### config.mk
export PLATFORM = sky130hd
export DESIGN_NAME = efuse_cfg_loader
export DESIGN_NICKNAME = d
export VERILOG_FILES = /design/src/rtl/efuse_cfg_loader.sv
export SDC_FILE = /design/constraint.sdc
export NUM_CORES = 1
export LEC_CHECK = 0
export CAP_MARGIN = 30
export CORE_MARGIN = 2
export CORE_UTILIZATION = 55
export DETAILED_ROUTE_END_ITERATION = 8
export PLACE_DENSITY = 0.91
export SLEW_MARGIN = 30
export SYNTH_ARGS = -nofsm -noshare
export SYNTH_HDL_FRONTEND = slang
export SYNTH_SLANG_ARGS = --single-unit
### constraint.sdc
create_clock -name wb_clk_i -period 4.3 [get_ports wb_clk_i]
set_input_delay 0.645 -clock wb_clk_i [delete_from_list [all_inputs] [get_ports wb_clk_i]]
set_output_delay 0.645 -clock wb_clk_i [all_outputs]
set_load 0.01 [all_outputs]
### src/rtl/efuse_cfg_loader.sv
// Boot-time Wishbone read master: fetches a header-checked configuration image
// from eFuse and shifts it MSB first into the FPGA configuration chain.
module efuse_cfg_loader #(
  parameter int unsigned CFG_BYTES = 256,
  parameter logic [11:0] BASE_ADDR = 12'h000,
  parameter logic [7:0]  MAGIC     = 8'hA5,
  parameter int unsigned TIMEOUT   = 64
) (
  input  logic        wb_clk_i,
  input  logic        wb_rst_i,
  input  logic        start_i,
  output logic        busy_o,
  output logic        done_o,
  output logic        err_o,
  output logic [1:0]  err_code_o,
  output logic        wbm_cyc_o,
  output logic        wbm_stb_o,
  output logic        wbm_we_o,
  output logic        wbm_sel_o,
  output logic [11:0] wbm_adr_o,
  input  logic [7:0]  wbm_dat_i,
  input  logic        wbm_ack_i,
  output logic        cfg_en_o,
  output logic        cfg_data_o
);

  localparam logic [2:0] IDLE    = 3'd0;
  localparam logic [2:0] HDR_RD  = 3'd1;
  localparam logic [2:0] HDR_CHK = 3'd2;
  localparam logic [2:0] DAT_RD  = 3'd3;
  localparam logic [2:0] SHIFT   = 3'd4;
  localparam logic [2:0] DONE    = 3'd5;
  localparam logic [2:0] ERR     = 3'd6;

  localparam int unsigned TW = $clog2(TIMEOUT + 1);

  logic [2:0]    state_q, state_d;
  logic [12:0]   idx_q, idx_d;
  logic [11:0]   adr_q, adr_d;
  logic [7:0]    shreg_q, shreg_d;
  logic [2:0]    bit_q, bit_d;
  logic [TW-1:0] tcnt_q, tcnt_d;
  logic          cyc_q, cyc_d;
  logic          busy_q, busy_d;
  logic          done_q, done_d;
  logic          err_q, err_d;
  logic [1:0]    code_q, code_d;
  logic [12:0]   idx_inc;

  assign idx_inc = idx_q + 13'd1;

  always_comb begin
    state_d = state_q;
    idx_d   = idx_q;
    adr_d   = adr_q;
    shreg_d = shreg_q;
    bit_d   = bit_q;
    tcnt_d  = tcnt_q;
    cyc_d   = cyc_q;
    busy_d  = busy_q;
    done_d  = done_q;
    err_d   = err_q;
    code_d  = code_q;
    case (state_q)
      IDLE: begin
        if (start_i) begin
          done_d  = 1'b0;
          err_d   = 1'b0;
          code_d  = 2'd0;
          idx_d   = '0;
          adr_d   = BASE_ADDR;
          cyc_d   = 1'b1;
          tcnt_d  = '0;
          busy_d  = 1'b1;
          state_d = HDR_RD;
        end
      end
      HDR_RD, DAT_RD: begin
        // Ack wins over a timeout expiring in the same cycle.
        if (wbm_ack_i) begin
          shreg_d = wbm_dat_i;
          cyc_d   = 1'b0;
          bit_d   = '0;
          state_d = (state_q == HDR_RD) ? HDR_CHK : SHIFT;
        end else if (tcnt_q == TW'(TIMEOUT - 1)) begin
          cyc_d   = 1'b0;
          code_d  = 2'd2;
          state_d = ERR;
        end else begin
          tcnt_d = tcnt_q + TW'(1);
        end
      end
      HDR_CHK: begin
        if (shreg_q == MAGIC) begin
          idx_d   = 13'd1;
          adr_d   = BASE_ADDR + 12'd1;
          cyc_d   = 1'b1;
          tcnt_d  = '0;
          state_d = DAT_RD;
        end else begin
          code_d  = 2'd1;
          state_d = ERR;
        end
      end
      SHIFT: begin
        shreg_d = {shreg_q[6:0], 1'b0};
        bit_d   = bit_q + 3'd1;
        if (bit_q == 3'd7) begin
          if (idx_q == 13'(CFG_BYTES)) begin
            state_d = DONE;
          end else begin
            idx_d   = idx_inc;
            adr_d   = BASE_ADDR + idx_inc[11:0];
            cyc_d   = 1'b1;
            tcnt_d  = '0;
            state_d = DAT_RD;
          end
        end
      end
      DONE: begin
        done_d  = 1'b1;
        busy_d  = 1'b0;
        state_d = IDLE;
      end
      ERR: begin
        err_d   = 1'b1;
        busy_d  = 1'b0;
        state_d = IDLE;
      end
      default: state_d = IDLE;
    endcase
  end

  always_ff @(posedge wb_clk_i or posedge wb_rst_i) begin
    if (wb_rst_i) begin
      state_q <= IDLE;
      idx_q   <= '0;
      adr_q   <= '0;
      shreg_q <= '0;
      bit_q   <= '0;
      tcnt_q  <= '0;
      cyc_q   <= 1'b0;
      busy_q  <= 1'b0;
      done_q  <= 1'b0;
      err_q   <= 1'b0;
      code_q  <= '0;
    end else begin
      state_q <= state_d;
      idx_q   <= idx_d;
      adr_q   <= adr_d;
      shreg_q <= shreg_d;
      bit_q   <= bit_d;
      tcnt_q  <= tcnt_d;
      cyc_q   <= cyc_d;
      busy_q  <= busy_d;
      done_q  <= done_d;
      err_q   <= err_d;
      code_q  <= code_d;
    end
  end

  assign busy_o     = busy_q;
  assign done_o     = done_q;
  assign err_o      = err_q;
  assign err_code_o = code_q;
  assign wbm_cyc_o  = cyc_q;
  assign wbm_stb_o  = cyc_q;
  assign wbm_sel_o  = cyc_q;
  assign wbm_we_o   = 1'b0;
  assign wbm_adr_o  = adr_q;
  assign cfg_en_o   = (state_q == SHIFT);
  assign cfg_data_o = cfg_en_o & shreg_q[7];

endmodule

==> out/qor.txt <==
Slew headroom -> 0.538
Die Span Y -> 69.8 um
Critical path cell sequence -> or3b_1, inv_2, and2_1, clkdlybuf4s50_1
Number of synthesized flops with an enable pin -> 0
Largest fanout on the critical path -> 23
Max Fclk -> 324 MHz
Reg2Reg Setup Slack -> 1730 ps
Diode count -> 0
Area delta synth->final -> 12.0%
Synth Instances -> 246
Worst Path Arrival -> 2440 ps
Core Area -> 4090 um2
Placer Congestion -> 0.935
Chip Width -> 69.8 um
Multi-input logic area -> 1130 um2
Clock buffer depth -> 2
CP Depth -> 4
Crit start category -> register
Post-synthesis sequential area ratio -> 0.420
Initial antenna violation count -> 0
CP Data Required Time -> 3650 ps
Combinational Power Share -> 0.431
WHS Path Cells -> 2
Clock-pin slew on the worst setup and hold paths -> 70 ps
First-pass GRT wire length -> 8540 um
Clock Skews -> 8.27 ps
Buffer and inverter count on the worst path -> 2
WHS -> 515 ps
Critical Setup Path Class -> reg -> out
Crit path time final -> 3090 ps
Non-filler cells in the finished layout -> 309
CTS buffer count -> 5
Mean Syn Cell Area -> 9.69 um2
Power Density -> 598 nW/um2
CTS Root Cell -> clkbuf_8
Flops & latches, synth -> 40
Drt total wl -> 4980 um
Residual DRC -> 0
Share of cells above drive strength 1 -> 0.100
Leakage power -> 1.12 nW
Worst reg-to-reg path cell count -> 5
Number of global-route vias before repair -> 1861
RSZ-0062 raised after global routing -> no
DP Worst Slack -> 1570 ps
Mapped Nets -> 263
First-pass DRT Iterations -> 4
Hold-fix buffers, CTS -> 0
Clock Sinks -> 40
Max cap viols -> 0
Setup bufs post-CTS -> 0
Synth cell types -> 53
I/O pin count -> 35
Fin. Hold Viols -> 0
Clk pwr share -> 0.148
Net Sw Frac -> 0.416
Fin nets -> 276
Crit path max-delay family -> buffers and inverters
Cell Area, Synth -> 2380 um2
TritonCTS clock tree -> built
Top FF cell, synth -> dfrtp_1
Final Max Tran Viols -> 0
Switching power -> 0.664 mW
Peak supply drop -> 286 uV
Total number of vias -> 1945
Hold Path Class -> reg -> reg
Max incr delay on CP -> 560 ps
Post-DR vias/cell -> 6.29
Cell-internal power -> 0.931 mW
WL per Instance -> 16.1 um
Effective utilization at floorplan -> 0.583
Setup TNS -> 0 ps
Storage element area -> 1000 um2
# rows -> 23
Clock latency on the worst-skew pair -> 290 ps
GR Util All Layers -> 0.214
Die ar. -> 4880 um2
Antenna Violating Nets Remaining -> 0
Pin count of the biggest net entering global routing -> 41
Synth Warn # -> 0
Total grt overflow -> 0
CP endpoint kind -> output port
CTS resizes -> 0
H-tree levels -> 2
Outcome -> completed
DR iter-0 viols -> 189
Tightest Pin Transition -> 690 ps
Placed Cells incl. Taps -> 302
Final period util -> 0.718
Port Buffers -> 33
PnR worst setup slack -> 1210 ps
Post-layout util -> 0.653
Final setup viols -> 0
Ys async rst share -> 1.00
Slowest cell on the critical path -> dfrtp_1
Fill count -> 364
Reg power frac -> 0.421
DP HPWL -> 3530 um
Yosys cell counts (all sizes together), types with 2 or more instances:
master,count,share of area
nor2,7,0.011
a41oi,6,0.022
nand2,31,0.049
dfrtp,40,0.42
a21o,2,0.0063
mux2i,2,0.0084
clkbuf,5,0.0079
nand2b,6,0.016
nor3,5,0.010
nand4,4,0.010
a31oi,17,0.068
and4,2,0.0074
buf,24,0.076
o21ai,8,0.017
ha,5,0.026
or3b,2,0.0074
inv,14,0.022
a22o,3,0.011
nor4,3,0.0079
a21oi,19,0.040
a22oi,7,0.022
nand3,8,0.017
cell families (layout without fill, tap and decap cells):
kind of cell,after synthesis,count (layout),share of synthesized area
AO/OA/AOI/OAI,77,77,0.250
adder cells (fa/ha/maj),5,5,0.0262
buffers and inverters,43,56,0.106
flip-flops,40,40,0.420
multiplexers,3,3,0.0147
other,1,1,0.00157
AND/OR/NAND/NOR,77,77,0.181
layout make-up:
type	instances	share of cell area
clock inverters	1	0.00188
multi-input cells	163	0.423
clock buffers	6	0.0272
repair buffers	35	0.129
inverters	14	0.0197
flip-flops and latches	40	0.375
well taps	50	0.0234
power by group through the flow:
stage	sequential, mW	combinational [mW]	clock [mW]
2_1_floorplan	0.613	0.581	0
3_3_place_gp	0.664	0.664	0
3_5_place_dp	0.674	0.685	0
4_1_cts	0.668	0.689	0.240
5_1_grt	0.689	0.753	0.259
6_report	0.672	0.687	0.236
through the flow:
| stage | total power [mW] | area, um2 |
|---|---|---|
| after floorplan | 1.19 | 2380 |
| after global placement | 1.33 | 2590 |
| after detailed placement | 1.36 | 2590 |
| after CTS | 1.60 | 2670 |
| after global routing | 1.70 | 2670 |
| final | 1.59 | 2670 |
worst reg2reg max path: stages (launching register included):
cell and delay (ps):
dfrtp_1 560, or3b_1 510, inv_2 340, nand4_1 200
and4_1 470, mux2_4 380
path summary, 6_finish.rpt:
check / start / end
worst min-delay path: shreg_q[1]$_DFFE_PP0P_ / shreg_q[1]$_DFFE_PP0P_
worst max register to register: state_q[2]$_DFFE_PP0P_ / idx_q[0]$_DFFE_PP0P_
min in group asynchronous: wb_rst_i / shreg_q[2]$_DFFE_PP0P_
max in group asynchronous: wb_rst_i / idx_q[2]$_DFFE_PP0P_
worst max-delay path: state_q[2]$_DFFE_PP0P_ / cfg_data_o
worst min register to register: shreg_q[1]$_DFFE_PP0P_ / shreg_q[1]$_DFFE_PP0P_
sequential cells by signal, summed over array words and instances, names as in the netlist:
signal	cells
busy_o	1
state_q	3
err_code_o	2
tcnt_q	7
bit_q	3
wbm_cyc_o	1
idx_q	13
done_o	1
shreg_q	8
err_o	1
metal layers:
layer,share of wire,wire [um],track usage
met5,0,0,0
met4,0.018,90,0.0726
met3,0.054,268,0.0451
met2,0.49,2440,0.353
met1,0.44,2180,0.278
cell usage in the layout, fill, tap and decap left out, types with 3 or more instances in the layout:
master	Yosys	routed
a22oi_1	7	7
nor3_1	5	5
nand3_1	8	8
clkdlybuf4s50_1	0	33
a31oi_1	8	8
ha_1	5	5
a22o_1	3	3
dfrtp_1	40	40
a41oi_1	6	6
nand2_1	31	31
nor2_1	7	7
o21ai_0	8	8
inv_1	13	13
a21oi_1	19	19
clkbuf_8	0	5
nand4_1	4	4
nand2b_1	6	6
a31oi_2	9	9
nor4_1	3	3
No activity file was read; power rests on OpenSTA's default activity.
